[src/rtl/ram_arbiter_if.sv]
// Request/grant/response bundle for the loader, fetch and data ports plus the single RAM port.
// The slave modport is the arbiter's view; master is the surrounding system.
interface ram_arbiter_if #(
  parameter int MEM_AW = 14
);
  logic              ld_req;
  logic [31:0]       ld_addr;
  logic [31:0]       ld_wdata;
  logic              ld_gnt;
  logic              ld_done;

  logic              instr_req;
  logic [31:0]       instr_addr;
  logic              instr_gnt;
  logic              instr_rvalid;
  logic [31:0]       instr_rdata;

  logic              data_req;
  logic              data_we;
  logic [3:0]        data_be;
  logic [31:0]       data_addr;
  logic [31:0]       data_wdata;
  logic              data_gnt;
  logic              data_rvalid;
  logic [31:0]       data_rdata;

  logic              mem_en;
  logic              mem_we;
  logic [3:0]        mem_be;
  logic [MEM_AW-1:0] mem_addr;
  logic [31:0]       mem_wdata;
  logic [31:0]       mem_rdata;

  modport slave (
    input  ld_req, ld_addr, ld_wdata, ld_done,
    output ld_gnt,
    input  instr_req, instr_addr,
    output instr_gnt, instr_rvalid, instr_rdata,
    input  data_req, data_we, data_be, data_addr, data_wdata,
    output data_gnt, data_rvalid, data_rdata,
    output mem_en, mem_we, mem_be, mem_addr, mem_wdata,
    input  mem_rdata
  );

  modport master (
    output ld_req, ld_addr, ld_wdata, ld_done,
    input  ld_gnt,
    output instr_req, instr_addr,
    input  instr_gnt, instr_rvalid, instr_rdata,
    output data_req, data_we, data_be, data_addr, data_wdata,
    input  data_gnt, data_rvalid, data_rdata,
    input  mem_en, mem_we, mem_be, mem_addr, mem_wdata,
    output mem_rdata
  );
endinterface

[src/rtl/ram_arbiter.sv]
// Boot sequencer + round-robin arbiter sharing one RAM port among loader, fetch and data.
// Grants are combinational (0-cycle accept), read data returns 1 cycle after grant; losers simply stay pending.
module ram_arbiter #(
  parameter int MEM_AW    = 14,
  parameter bit BOOT_LOAD = 1'b1
) (
  input  logic             clk,
  input  logic             rst_n,
  output logic             core_rst_n,
  ram_arbiter_if.slave     bus
);

  typedef enum logic {BOOT = 1'b0, RUN = 1'b1} state_t;
  typedef enum logic {OWN_INSTR = 1'b0, OWN_DATA = 1'b1} owner_t;

  localparam state_t RST_STATE = BOOT_LOAD ? BOOT : RUN;

  state_t state, state_nxt;
  owner_t rr, rsp_owner;
  logic   rsp_valid;

  logic   ld_gnt, instr_gnt, data_gnt;
  logic   instr_rvalid, data_rvalid;

  // Grants are forced low while rst_n is asserted, independent of the current state.
  always_comb begin
    state_nxt = state;
    ld_gnt    = 1'b0;
    instr_gnt = 1'b0;
    data_gnt  = 1'b0;
    if (rst_n) begin
      case (state)
        BOOT: begin
          ld_gnt = bus.ld_req;
          if (bus.ld_done) state_nxt = RUN;
        end
        RUN: begin
          instr_gnt = bus.instr_req && (!bus.data_req  || rr == OWN_DATA);
          data_gnt  = bus.data_req  && (!bus.instr_req || rr == OWN_INSTR);
        end
        default: state_nxt = state;
      endcase
    end
  end

  always_comb begin
    bus.mem_we    = 1'b0;
    bus.mem_be    = 4'h0;
    bus.mem_addr  = '0;
    bus.mem_wdata = '0;
    if (ld_gnt) begin
      bus.mem_we    = 1'b1;
      bus.mem_be    = 4'hF;
      bus.mem_addr  = bus.ld_addr[MEM_AW+1:2];
      bus.mem_wdata = bus.ld_wdata;
    end else if (instr_gnt) begin
      bus.mem_be    = 4'hF;
      bus.mem_addr  = bus.instr_addr[MEM_AW+1:2];
    end else if (data_gnt) begin
      bus.mem_we    = bus.data_we;
      bus.mem_be    = bus.data_be;
      bus.mem_addr  = bus.data_addr[MEM_AW+1:2];
      bus.mem_wdata = bus.data_wdata;
    end
  end

  always_ff @(posedge clk) begin
    if (!rst_n) begin
      state      <= RST_STATE;
      core_rst_n <= (RST_STATE == RUN);
      rr         <= OWN_DATA;
      rsp_valid  <= 1'b0;
      rsp_owner  <= OWN_INSTR;
    end else begin
      state      <= state_nxt;
      core_rst_n <= (state_nxt == RUN);
      rsp_valid  <= instr_gnt || data_gnt;
      if (instr_gnt) begin
        rr        <= OWN_INSTR;
        rsp_owner <= OWN_INSTR;
      end else if (data_gnt) begin
        rr        <= OWN_DATA;
        rsp_owner <= OWN_DATA;
      end
    end
  end

  // A response still in flight when reset arrives is suppressed immediately, not one edge later.
  assign instr_rvalid = rst_n && rsp_valid && (rsp_owner == OWN_INSTR);
  assign data_rvalid  = rst_n && rsp_valid && (rsp_owner == OWN_DATA);

  assign bus.ld_gnt       = ld_gnt;
  assign bus.instr_gnt    = instr_gnt;
  assign bus.data_gnt     = data_gnt;
  assign bus.mem_en       = ld_gnt || instr_gnt || data_gnt;
  assign bus.instr_rvalid = instr_rvalid;
  assign bus.data_rvalid  = data_rvalid;
  assign bus.instr_rdata  = instr_rvalid ? bus.mem_rdata : 32'h0;
  assign bus.data_rdata   = data_rvalid  ? bus.mem_rdata : 32'h0;

  logic unused_addr_bits;
  assign unused_addr_bits = ^{bus.ld_addr[31:MEM_AW+2], bus.ld_addr[1:0],
                              bus.instr_addr[31:MEM_AW+2], bus.instr_addr[1:0],
                              bus.data_addr[31:MEM_AW+2], bus.data_addr[1:0]};

endmodule

[src/flat_wrapper.sv]
// flat-port wrapper written by rule: the top's interface ports become plain ports
module ram_arbiter_flat 
#(
  parameter int MEM_AW    = 14,
  parameter bit BOOT_LOAD = 1'b1
)
  (clk, rst_n, core_rst_n, bus_ld_req, bus_ld_addr, bus_ld_wdata, bus_ld_done, bus_ld_gnt, bus_instr_req, bus_instr_addr, bus_instr_gnt, bus_instr_rvalid, bus_instr_rdata, bus_data_req, bus_data_we, bus_data_be, bus_data_addr, bus_data_wdata, bus_data_gnt, bus_data_rvalid, bus_data_rdata, bus_mem_en, bus_mem_we, bus_mem_be, bus_mem_addr, bus_mem_wdata, bus_mem_rdata);
  ram_arbiter_if #(.MEM_AW(MEM_AW)) bus_i ();
  input  logic clk;
  input  logic rst_n;
  output logic core_rst_n;
  input wire logic [$bits(bus_i.ld_req)-1:0] bus_ld_req;
  input wire logic [$bits(bus_i.ld_addr)-1:0] bus_ld_addr;
  input wire logic [$bits(bus_i.ld_wdata)-1:0] bus_ld_wdata;
  input wire logic [$bits(bus_i.ld_done)-1:0] bus_ld_done;
  output wire logic [$bits(bus_i.ld_gnt)-1:0] bus_ld_gnt;
  input wire logic [$bits(bus_i.instr_req)-1:0] bus_instr_req;
  input wire logic [$bits(bus_i.instr_addr)-1:0] bus_instr_addr;
  output wire logic [$bits(bus_i.instr_gnt)-1:0] bus_instr_gnt;
  output wire logic [$bits(bus_i.instr_rvalid)-1:0] bus_instr_rvalid;
  output wire logic [$bits(bus_i.instr_rdata)-1:0] bus_instr_rdata;
  input wire logic [$bits(bus_i.data_req)-1:0] bus_data_req;
  input wire logic [$bits(bus_i.data_we)-1:0] bus_data_we;
  input wire logic [$bits(bus_i.data_be)-1:0] bus_data_be;
  input wire logic [$bits(bus_i.data_addr)-1:0] bus_data_addr;
  input wire logic [$bits(bus_i.data_wdata)-1:0] bus_data_wdata;
  output wire logic [$bits(bus_i.data_gnt)-1:0] bus_data_gnt;
  output wire logic [$bits(bus_i.data_rvalid)-1:0] bus_data_rvalid;
  output wire logic [$bits(bus_i.data_rdata)-1:0] bus_data_rdata;
  output wire logic [$bits(bus_i.mem_en)-1:0] bus_mem_en;
  output wire logic [$bits(bus_i.mem_we)-1:0] bus_mem_we;
  output wire logic [$bits(bus_i.mem_be)-1:0] bus_mem_be;
  output wire logic [$bits(bus_i.mem_addr)-1:0] bus_mem_addr;
  output wire logic [$bits(bus_i.mem_wdata)-1:0] bus_mem_wdata;
  input wire logic [$bits(bus_i.mem_rdata)-1:0] bus_mem_rdata;
  assign bus_i.ld_req = bus_ld_req;
  assign bus_i.ld_addr = bus_ld_addr;
  assign bus_i.ld_wdata = bus_ld_wdata;
  assign bus_i.ld_done = bus_ld_done;
  assign bus_ld_gnt = bus_i.ld_gnt;
  assign bus_i.instr_req = bus_instr_req;
  assign bus_i.instr_addr = bus_instr_addr;
  assign bus_instr_gnt = bus_i.instr_gnt;
  assign bus_instr_rvalid = bus_i.instr_rvalid;
  assign bus_instr_rdata = bus_i.instr_rdata;
  assign bus_i.data_req = bus_data_req;
  assign bus_i.data_we = bus_data_we;
  assign bus_i.data_be = bus_data_be;
  assign bus_i.data_addr = bus_data_addr;
  assign bus_i.data_wdata = bus_data_wdata;
  assign bus_data_gnt = bus_i.data_gnt;
  assign bus_data_rvalid = bus_i.data_rvalid;
  assign bus_data_rdata = bus_i.data_rdata;
  assign bus_mem_en = bus_i.mem_en;
  assign bus_mem_we = bus_i.mem_we;
  assign bus_mem_be = bus_i.mem_be;
  assign bus_mem_addr = bus_i.mem_addr;
  assign bus_mem_wdata = bus_i.mem_wdata;
  assign bus_i.mem_rdata = bus_mem_rdata;
  ram_arbiter #(.MEM_AW(MEM_AW), .BOOT_LOAD(BOOT_LOAD)) u_core (.clk(clk), .rst_n(rst_n), .core_rst_n(core_rst_n), .bus(bus_i));
endmodule
[config.mk]
export PLATFORM = sky130hd
export DESIGN_NAME = ram_arbiter_flat
export DESIGN_NICKNAME = d
export VERILOG_FILES = /design/src/rtl/ram_arbiter_if.sv /design/src/rtl/ram_arbiter.sv /design/src/flat_wrapper.sv
export SDC_FILE = /design/constraint.sdc
export NUM_CORES = 1
export LEC_CHECK = 0
export CAP_MARGIN = 20
export CORE_AREA = 2 2 125 127
export DETAILED_ROUTE_END_ITERATION = 7
export DIE_AREA = 0 0 127 129
export SLEW_MARGIN = 20
export SYNTH_ARGS = -nofsm -noshare
export SYNTH_HDL_FRONTEND = slang
export SYNTH_SLANG_ARGS = --single-unit
[constraint.sdc]
create_clock -name clk -period 2.07 [get_ports clk]
set_clock_uncertainty 0.2 [all_clocks]
set_input_delay 0.207 -clock clk [delete_from_list [all_inputs] [get_ports clk]]
set_output_delay 0.207 -clock clk [all_outputs]
set_load 0.005 [all_outputs]
# Yosys cells after proc, flatten, opt, wreduce, memory -nomap -nowiden
# Index checks and enable logic that the tools add are counted.
# W data, S select, Z words.
[totals]
regBits = 4
wordCells = 45
output_inout_bits = 122
inputBits = 203
[op_classes]
n_reduce_logical = 14
bitwise_logic = 3
n_mux = 24
[op_table]
columns = ["operator", "n"]
rows = [
  ["$mux W32", 5],
  ["$mux W14", 3],
  ["$mux W1", 13],
  ["$mux W4", 3],
  ["$logic_and A1 B1 Y1", 5],
  ["$logic_or A1 B1 Y1", 5],
  ["$not A1 Y1", 3],
  ["$logic_not A1 Y1", 2],
  ["$reduce_bool A2 Y1", 1],
  ["$reduce_or A2 Y1", 1],
]

# Logic depth before layout (Yosys ltp)
# Gate-level depths: netlist of the first run.
[logic_depth]
word_depth = 8
ltp_mapped = 6
depth_no_buf = 3

# Worst setup path after synthesis of the first run
# No wires, ideal clock.
[synth_path]
path_type = "register to output"
from = "reg u_core.rr"
to = "out bus_mem_addr[10]"
path_buffers = 2
path_stages_with_launch = 6
required_ps = 1663
arrival_time_ps = 1144
setup_slack_ps = 519
cell_sequence = "dfxtp_1 -> nand2_1 -> nor3b_2 -> buf_6 -> buf_6 -> a221o_1"
[synth_via]
elab_chain_len = 8
elab_cells_between_ends = 12
classes_between = "7 x mux; 1 x bitwise; 4 x reduce/logical"
[synth_lines]
columns = ["item", "line", "rtl"]
rows = [
  ["start, declared", "ram_arbiter.sv:19", "owner_t rr, rsp_owner;"],
  ["start signal, assigned", "ram_arbiter.sv:71", "rr <= OWN_DATA;"],
  ["start signal, assigned", "ram_arbiter.sv:79", "rr <= OWN_INSTR;"],
  ["start signal, assigned", "ram_arbiter.sv:82", "rr <= OWN_DATA;"],
  ["$not A1 Y1", "ram_arbiter.sv:39", "data_gnt = bus.data_req && (!bus.instr_req || rr == OWN_INSTR);"],
  ["$logic_or A1 B1 Y1", "ram_arbiter.sv:39", ""],
  ["$logic_and A1 B1 Y1", "ram_arbiter.sv:39", ""],
  ["$mux W1", "ram_arbiter.sv:32", "case (state)"],
  ["$mux W1", "ram_arbiter.sv:31", "if (rst_n) begin"],
  ["$mux W14", "ram_arbiter.sv:59", "end else if (data_gnt) begin"],
  ["$mux W14 *", "ram_arbiter.sv:56", "end else if (instr_gnt) begin"],
  ["$mux W14 *", "ram_arbiter.sv:51", "if (ld_gnt) begin"],
  ["end, declared", "flat_wrapper.sv:33", "output wire logic [$bits(bus_i.mem_addr)-1:0] bus_mem_addr;"],
]
# Mark *: on every way between the ends. The rest lies on a longest branch, timed or not.

==> results of run 1 <==
cells in the mapped netlist:
master,n,area [um^2]
nor3b_2,1,12.5
o21bai_1,1,7.51
inv_4,1,6.26
nor2_1,4,15.0
buf_1,1,3.75
nand2_1,19,71.3
a2bb2oi_1,1,8.76
or2_2,1,6.26
nor3_1,15,75.1
a21o_1,1,7.51
buf_2,7,35.0
dfxtp_1,4,80.1
nor2b_1,1,6.26
and3_1,2,12.5
buf_4,6,45.0
a221o_1,14,140
a32oi_1,1,8.76
o2bb2ai_1,4,35.0
inv_1,1,3.75
and2_1,64,400
clkbuf_1,6,22.5
a22o_1,32,280
buf_6,2,22.5
o211ai_1,1,7.51
worst reg2reg max path, cell delays in order (launching register included):
cell and delay [ns]:
dfxtp_2 0.34, nand2_2 0.06, nor3b_4 0.16, buf_6 0.12, buf_12 0.13, or2_2 0.29
path summary, 6_finish.rpt:
kind                     startpoint          endpoint  slack (ns)  cells past startpoint
setup reg to reg          u_core.rr  u_core.rsp_valid        0.65                      5
hold reg to reg           u_core.rr         u_core.rr        0.29                      1
setup / recovery  u_core.core_rst_n  bus_mem_wdata[5]       -0.08                      6
hold / removal                rst_n         u_core.rr        0.16                      3
final cells by class:
cell class	instances	area share, %
diodes	1	0.0522
well taps	188	4.90
repair buffers	306	67.1
multi-input cells	162	24.3
flip-flops and latches	4	1.88
clock buffers	3	1.56
inverters	2	0.209
state kept, by name, summed over array words and instances (netlist names):
register / flops
u_core.rsp_owner: 1
u_core.rr: 1
u_core.rsp_valid: 1
u_core.core_rst_n: 1
timing repair:
item,CTS,global route
setup endpoints to repair,121,118
resized for setup,61,104
buffers inserted,3,13
cloned,3,4
pin swaps,3,11
power breakdown:
part / switching [mW] / internal [mW] / total, mW / leakage [nW]
Sequential: 0.00516 / 0.0823 / 0.0874 / 0.0343
Clock: 0.0559 / 0.247 / 0.303 / 0.0370
Combinational: 0.197 / 0.443 / 0.640 / 2.82
Total: 0.258 / 0.772 / 1.03 / 2.89
routing by layer:
layer  track usage, %  vias up
met1             11.6     1228
met5                0        -
met2             21.1      143
li1                 -     1273
met4             1.87        2
met3             3.58       14
through the flow:
stage,setup WS (ns),utilization (%),cell area [um^2],std cells,setup TNS (ns)
2_1_floorplan,0.519,-,1310,190,0
3_3_place_gp,-0.400,28.8,4320,641,-37.70
3_5_place_dp,-0.419,28.8,4320,641,-40.43
4_1_cts,-0.224,30.3,4540,650,-8.88
5_1_grt,-0.128,32.0,4790,665,-0.181
6_report,-0.0768,32.0,4800,666,-0.0768
cell families (layout without fill, tap and decap cells):
| logic type | after synthesis | count (layout) |
|---|---|---|
| other | 0 | 1 |
| and+or+nand+nor | 107 | 107 |
| AOI/OAI and AO/OA | 55 | 55 |
| DFF | 4 | 4 |
| buffers and inverters | 24 | 311 |
==> flow_metrics.tcl, run 1 <==
set metrics [dict create \
    status "finished, violations left" \
    violations "setup timing" \
    cp_num_buf_inv 3 \
    wl_met2_um 5810 \
    vias 2660 \
    hold_buffers 0 \
    hold_viol 0 \
    hold_path.class "input pin to flip-flop" \
    rows 45 \
    fmax_ghz 0.466 \
    end_kind "primary output" \
    drcViolationCount 0 \
    die-area_um2 16400 \
    synth_area_per_cell_um2 6.91 \
    top_layer_used "met5" \
    syn-cell-area_um2 1310 \
    rsz0062_at_grt "true" \
    multi_input_area_um2 1160 \
    clk_pin_slew_ns 0.03 \
    insertion_delay_ns 0.23 \
    synth-compound-area-share_pct 37.7 \
    grt_pass1_vias 2512 \
    slowest_delay_ns 0.49 \
    regArea_um2 90.1 \
    synth_xor_area_share_pct 0 \
    vdd_drop_max_mv 0.179 \
    arrival_ns 1.74 \
    die-height_um 129 \
    p_leak_nw 2.89 \
    cts_made_buffers 3 \
    drt_iter0_drc 85 \
    place_congestion 0.764 \
    grt_pass1_wl_um 13800 \
    drtAntennaViolNets 0 \
    mostFrequentLayoutCells "clkdlybuf4s50_1, and2_1, dlymetal6s2s_1" \
    clk_path_buf_depth 2 \
    syn_to_final_growth_pct 265 \
    critPathMaxFanout 9 \
    p_per_area_nw_per_um2 215 \
    slew_headroom_pct 80.3 \
    syn_nets 393 \
    grtUsageTotal_pct 10.9 \
    synth-seq-cells 4 \
    start_util_pct 8.77 \
    portBuffers 270 \
    finalPower_mw 1.03 \
    wl_met3_um 952 \
    post-route-min-period_ns 2.15 \
    synthMuxAreaShare_pct 0 \
    clockRootBuffer "clkbuf_16" \
    post-route-period-util_pct 104 \
    dp_hpwl_um 8180 \
    synthDistinctLibCells 24 \
    finalNetCount 682 \
    hold_ws_ns 0.163 \
    grt.overflow.total 0 \
    worst_slack_ns -0.0768 \
    finalSetupViolCount 1 \
    io_pins 325 \
    crit_slowest_cell "clkdlybuf4s50_1" \
    cts.sinks 4 \
    htree_levels 1 \
    synth.yosys.seq_area_share_pct 6.10 \
    drive_gt1_share_pct 16.1 \
    crit_path_cell_trace "nand2_4 -> nor3b_4 -> buf_6 -> buf_12 -> a22o_1 -> clkdlybuf4s50_1" \
    synth_top_family_by_area "simple AND/OR/NAND/NOR gates" \
    wl_met1_um 3930 \
    yosys_warnings 0 \
    yosys.area_share.adder_pct 0 \
    vias_per_cell 3.99 \
    critical-path-top-delay-family "buffers and inverters" \
    final_common_cell "clkdlybuf4s50_1" \
    cts_tree "done" \
    crit_path_start_kind "flip-flop" \
    required_ns 1.66 \
    synthSimpleGateAreaFrac_pct 45.6 \
    grt_start_max_net_pins 34 \
    post_drt_wl_per_cell_um 16.3 \
    die_w_um 127 \
    antenna_found_initial 2 \
    path_class "flip-flop to primary output" \
    firstDrtPassIters 5 \
    netlist_instances 190 \
    coreArea_um2 15000 \
    max_slew.worst_pin.slew_ns 0.293 \
    n_fill_cell 1537 \
    slew_violations 0 \
    routed_wl_um 10800 \
    drv_cap 0 \
]
Power figures use the tool's default switching activity.
==> run 2: changes to the inputs <==
--- a/config.mk
+++ b/config.mk
@@ -7,6 +7,7 @@
 export LEC_CHECK = 0
 export CAP_MARGIN = 20
 export CORE_AREA = 2 2 125 127
+export CTS_CLUSTER_DIAMETER = 30
 export DETAILED_ROUTE_END_ITERATION = 7
 export DIE_AREA = 0 0 127 129
 export SLEW_MARGIN = 20
==> results of run 2 <==
Same layout as run 1: the final DEF is identical, and so are final timing and power.
==> run 3: changes to the inputs <==
--- a/config.mk
+++ b/config.mk
@@ -5,11 +5,14 @@
 export SDC_FILE = /design/constraint.sdc
 export NUM_CORES = 1
 export LEC_CHECK = 0
-export CAP_MARGIN = 20
+export CAP_MARGIN = 10
+export CELL_PAD_IN_SITES_DETAIL_PLACEMENT = 1
+export CELL_PAD_IN_SITES_GLOBAL_PLACEMENT = 2
 export CORE_AREA = 2 2 125 127
 export CTS_CLUSTER_DIAMETER = 30
 export DETAILED_ROUTE_END_ITERATION = 7
 export DIE_AREA = 0 0 127 129
+export PLACE_DENSITY_LB_ADDON = 0.1
 export SLEW_MARGIN = 20
 export SYNTH_ARGS = -nofsm -noshare
 export SYNTH_HDL_FRONTEND = slang
==> flow_metrics.tcl, run 3 (synthesized netlist as in run 1, its figures left out) <==
set metrics [dict create \
    antenna_cells 0 \
    finalNetCount 689 \
    slew_headroom_pct 81.1 \
    post-route-min-period_ns 2.04 \
    mostFrequentLayoutCells "clkdlybuf4s50_1, and2_1, a22o_1" \
    portBuffers 270 \
    p_per_area_nw_per_um2 217 \
    die_w_um 127 \
    final_common_cell "clkdlybuf4s50_1" \
    cts_made_buffers 3 \
    drt_iter0_drc 37 \
    insertion_delay_ns 0.23 \
    dpl.cell_count 646 \
    die-area_um2 16400 \
    fmax_ghz 0.491 \
    slew_violations 0 \
    crit_path_cell_trace "nand2_4 -> nor3b_4 -> buf_6 -> clkbuf_16 -> buf_6 -> a221o_1 -> buf_2" \
    grtUsageTotal_pct 11.5 \
    grt.overflow.total 0 \
    vias_per_cell 3.95 \
    finalSetupViolCount 0 \
    max_slew.worst_pin.slew_ns 0.281 \
    cts.sinks 4 \
    dp_hpwl_um 8310 \
    wl_met2_um 5470 \
    cts_tree "done" \
    clk_pin_slew_ns 0.03 \
    grt_pass1_wl_um 14900 \
    hold_viol 0 \
    antenna_found_initial 0 \
    top_layer_used "met4" \
    pre_cts_ws_ns -0.410 \
    vdd_drop_max_mv 0.215 \
    grt_pass1_vias 2765 \
    drtAntennaViolNets 0 \
    die-height_um 129 \
    hold_path.class "input pin to flip-flop" \
    cpMostUsedCell "buf_6" \
    arrival_ns 1.63 \
    slowest_delay_ns 0.36 \
    fin_setup_tns_ns 0 \
    syn_to_final_growth_pct 258 \
    routed_wl_um 10700 \
    htree_levels 1 \
    p_leak_nw 2.46 \
    crit_path_start_kind "flip-flop" \
    required_ns 1.66 \
    status "completed" \
    grt_start_max_net_pins 34 \
    crit_slowest_cell "dfxtp_4" \
    drcViolationCount 0 \
    io_pins 325 \
    place_congestion 0.708 \
    critPathMaxFanout 7 \
    clockRootBuffer "clkbuf_16" \
    drv_cap 0 \
    rows 45 \
    clk_path_buf_depth 2 \
    worst_slack_ns 0.0319 \
    start_util_pct 8.77 \
    final_cell_count_no_fill 672 \
    rsz0062_at_grt "true" \
    end_kind "primary output" \
    post_drt_wl_per_cell_um 15.9 \
    vias 2656 \
    firstDrtPassIters 4 \
    post-route-period-util_pct 98.5 \
    path_class "flip-flop to primary output" \
    wl_met3_um 1210 \
    coreArea_um2 15000 \
    hold_buffers 0 \
    drive_gt1_share_pct 17.8 \
    wl_met1_um 3890 \
]
[run 3: cell count changes in the layout (fill, tap and decap cells not counted), moves of 5 or more]
cell | before | now
buf_2 | 4 | 16
clkbuf_2 | 16 | 7
dlymetal6s2s_1 | 60 | 28
buf_4 | 18 | 23
buf_6 | 5 | 10
dlygate4sd2_1 | 5 | 19
clkdlybuf4s15_1 | 3 | 18
[run 3: what timing repair did]
item,4_1_cts,5_1_grt
setup buffers,14,6
endpoints found under the setup margin,121,71
gates cloned,2,3
pin swaps,4,3
resized for setup,143,65
[run 3: critical path, delay by kind of cell (launching register included)]
kind / cells / cell delay (ns)
buffers and inverters: 4 / 0.53
AOI/OAI and AO/OA: 1 / 0.30
and+or+nand+nor: 2 / 0.21
DFF: 1 / 0.36
[run 3: layout make-up]
cell class,instances,area (um^2)
fillers,1782,10300
inverters,2,10.0
repair buffers,313,3140
clock buffers,3,75.1
flip-flops and latches,4,92.6
well taps,188,235
multi-input cells,162,1150
[run 3: final timing paths]
| path | cells past startpoint | slack, ns | end | start |
|---|---|---|---|---|
| worst max register to register | 4 | 0.67 | u_core.rsp_valid | u_core.rr |
| worst min-delay path | 3 | 0.17 | u_core.rr | rst_n |
| worst max-delay path | 7 | 0.03 | bus_mem_addr[0] | u_core.rr |
| worst min register to register | 1 | 0.31 | u_core.rr | u_core.rr |
[run 3: per-stage QoR]
stage          power (mW)  util, %  area [um^2]  hold WS [ns]
3_5_place_dp        0.731     29.0         4340         0.325
6_report             1.02     31.4         4700         0.173
5_1_grt              1.09     31.4         4700         0.201
3_3_place_gp        0.726     29.0         4340         0.309
2_1_floorplan       0.230        -         1310         0.123
4_1_cts              1.03     30.3         4540         0.263
[run 3: per-layer routing]
metal	global-route usage, %	up-vias
met3	4.45	6
met4	1.87	0
met5	0	-
li1	-	1291
met2	22.4	175
met1	11.8	1184
[run 3: power breakdown]
group / leakage, nW / switching (mW) / internal [mW]
Sequential: 0.0347 / 0.00701 / 0.0817
Combinational: 2.39 / 0.189 / 0.438
Clock: 0.0370 / 0.0564 / 0.247
Total: 2.46 / 0.252 / 0.766
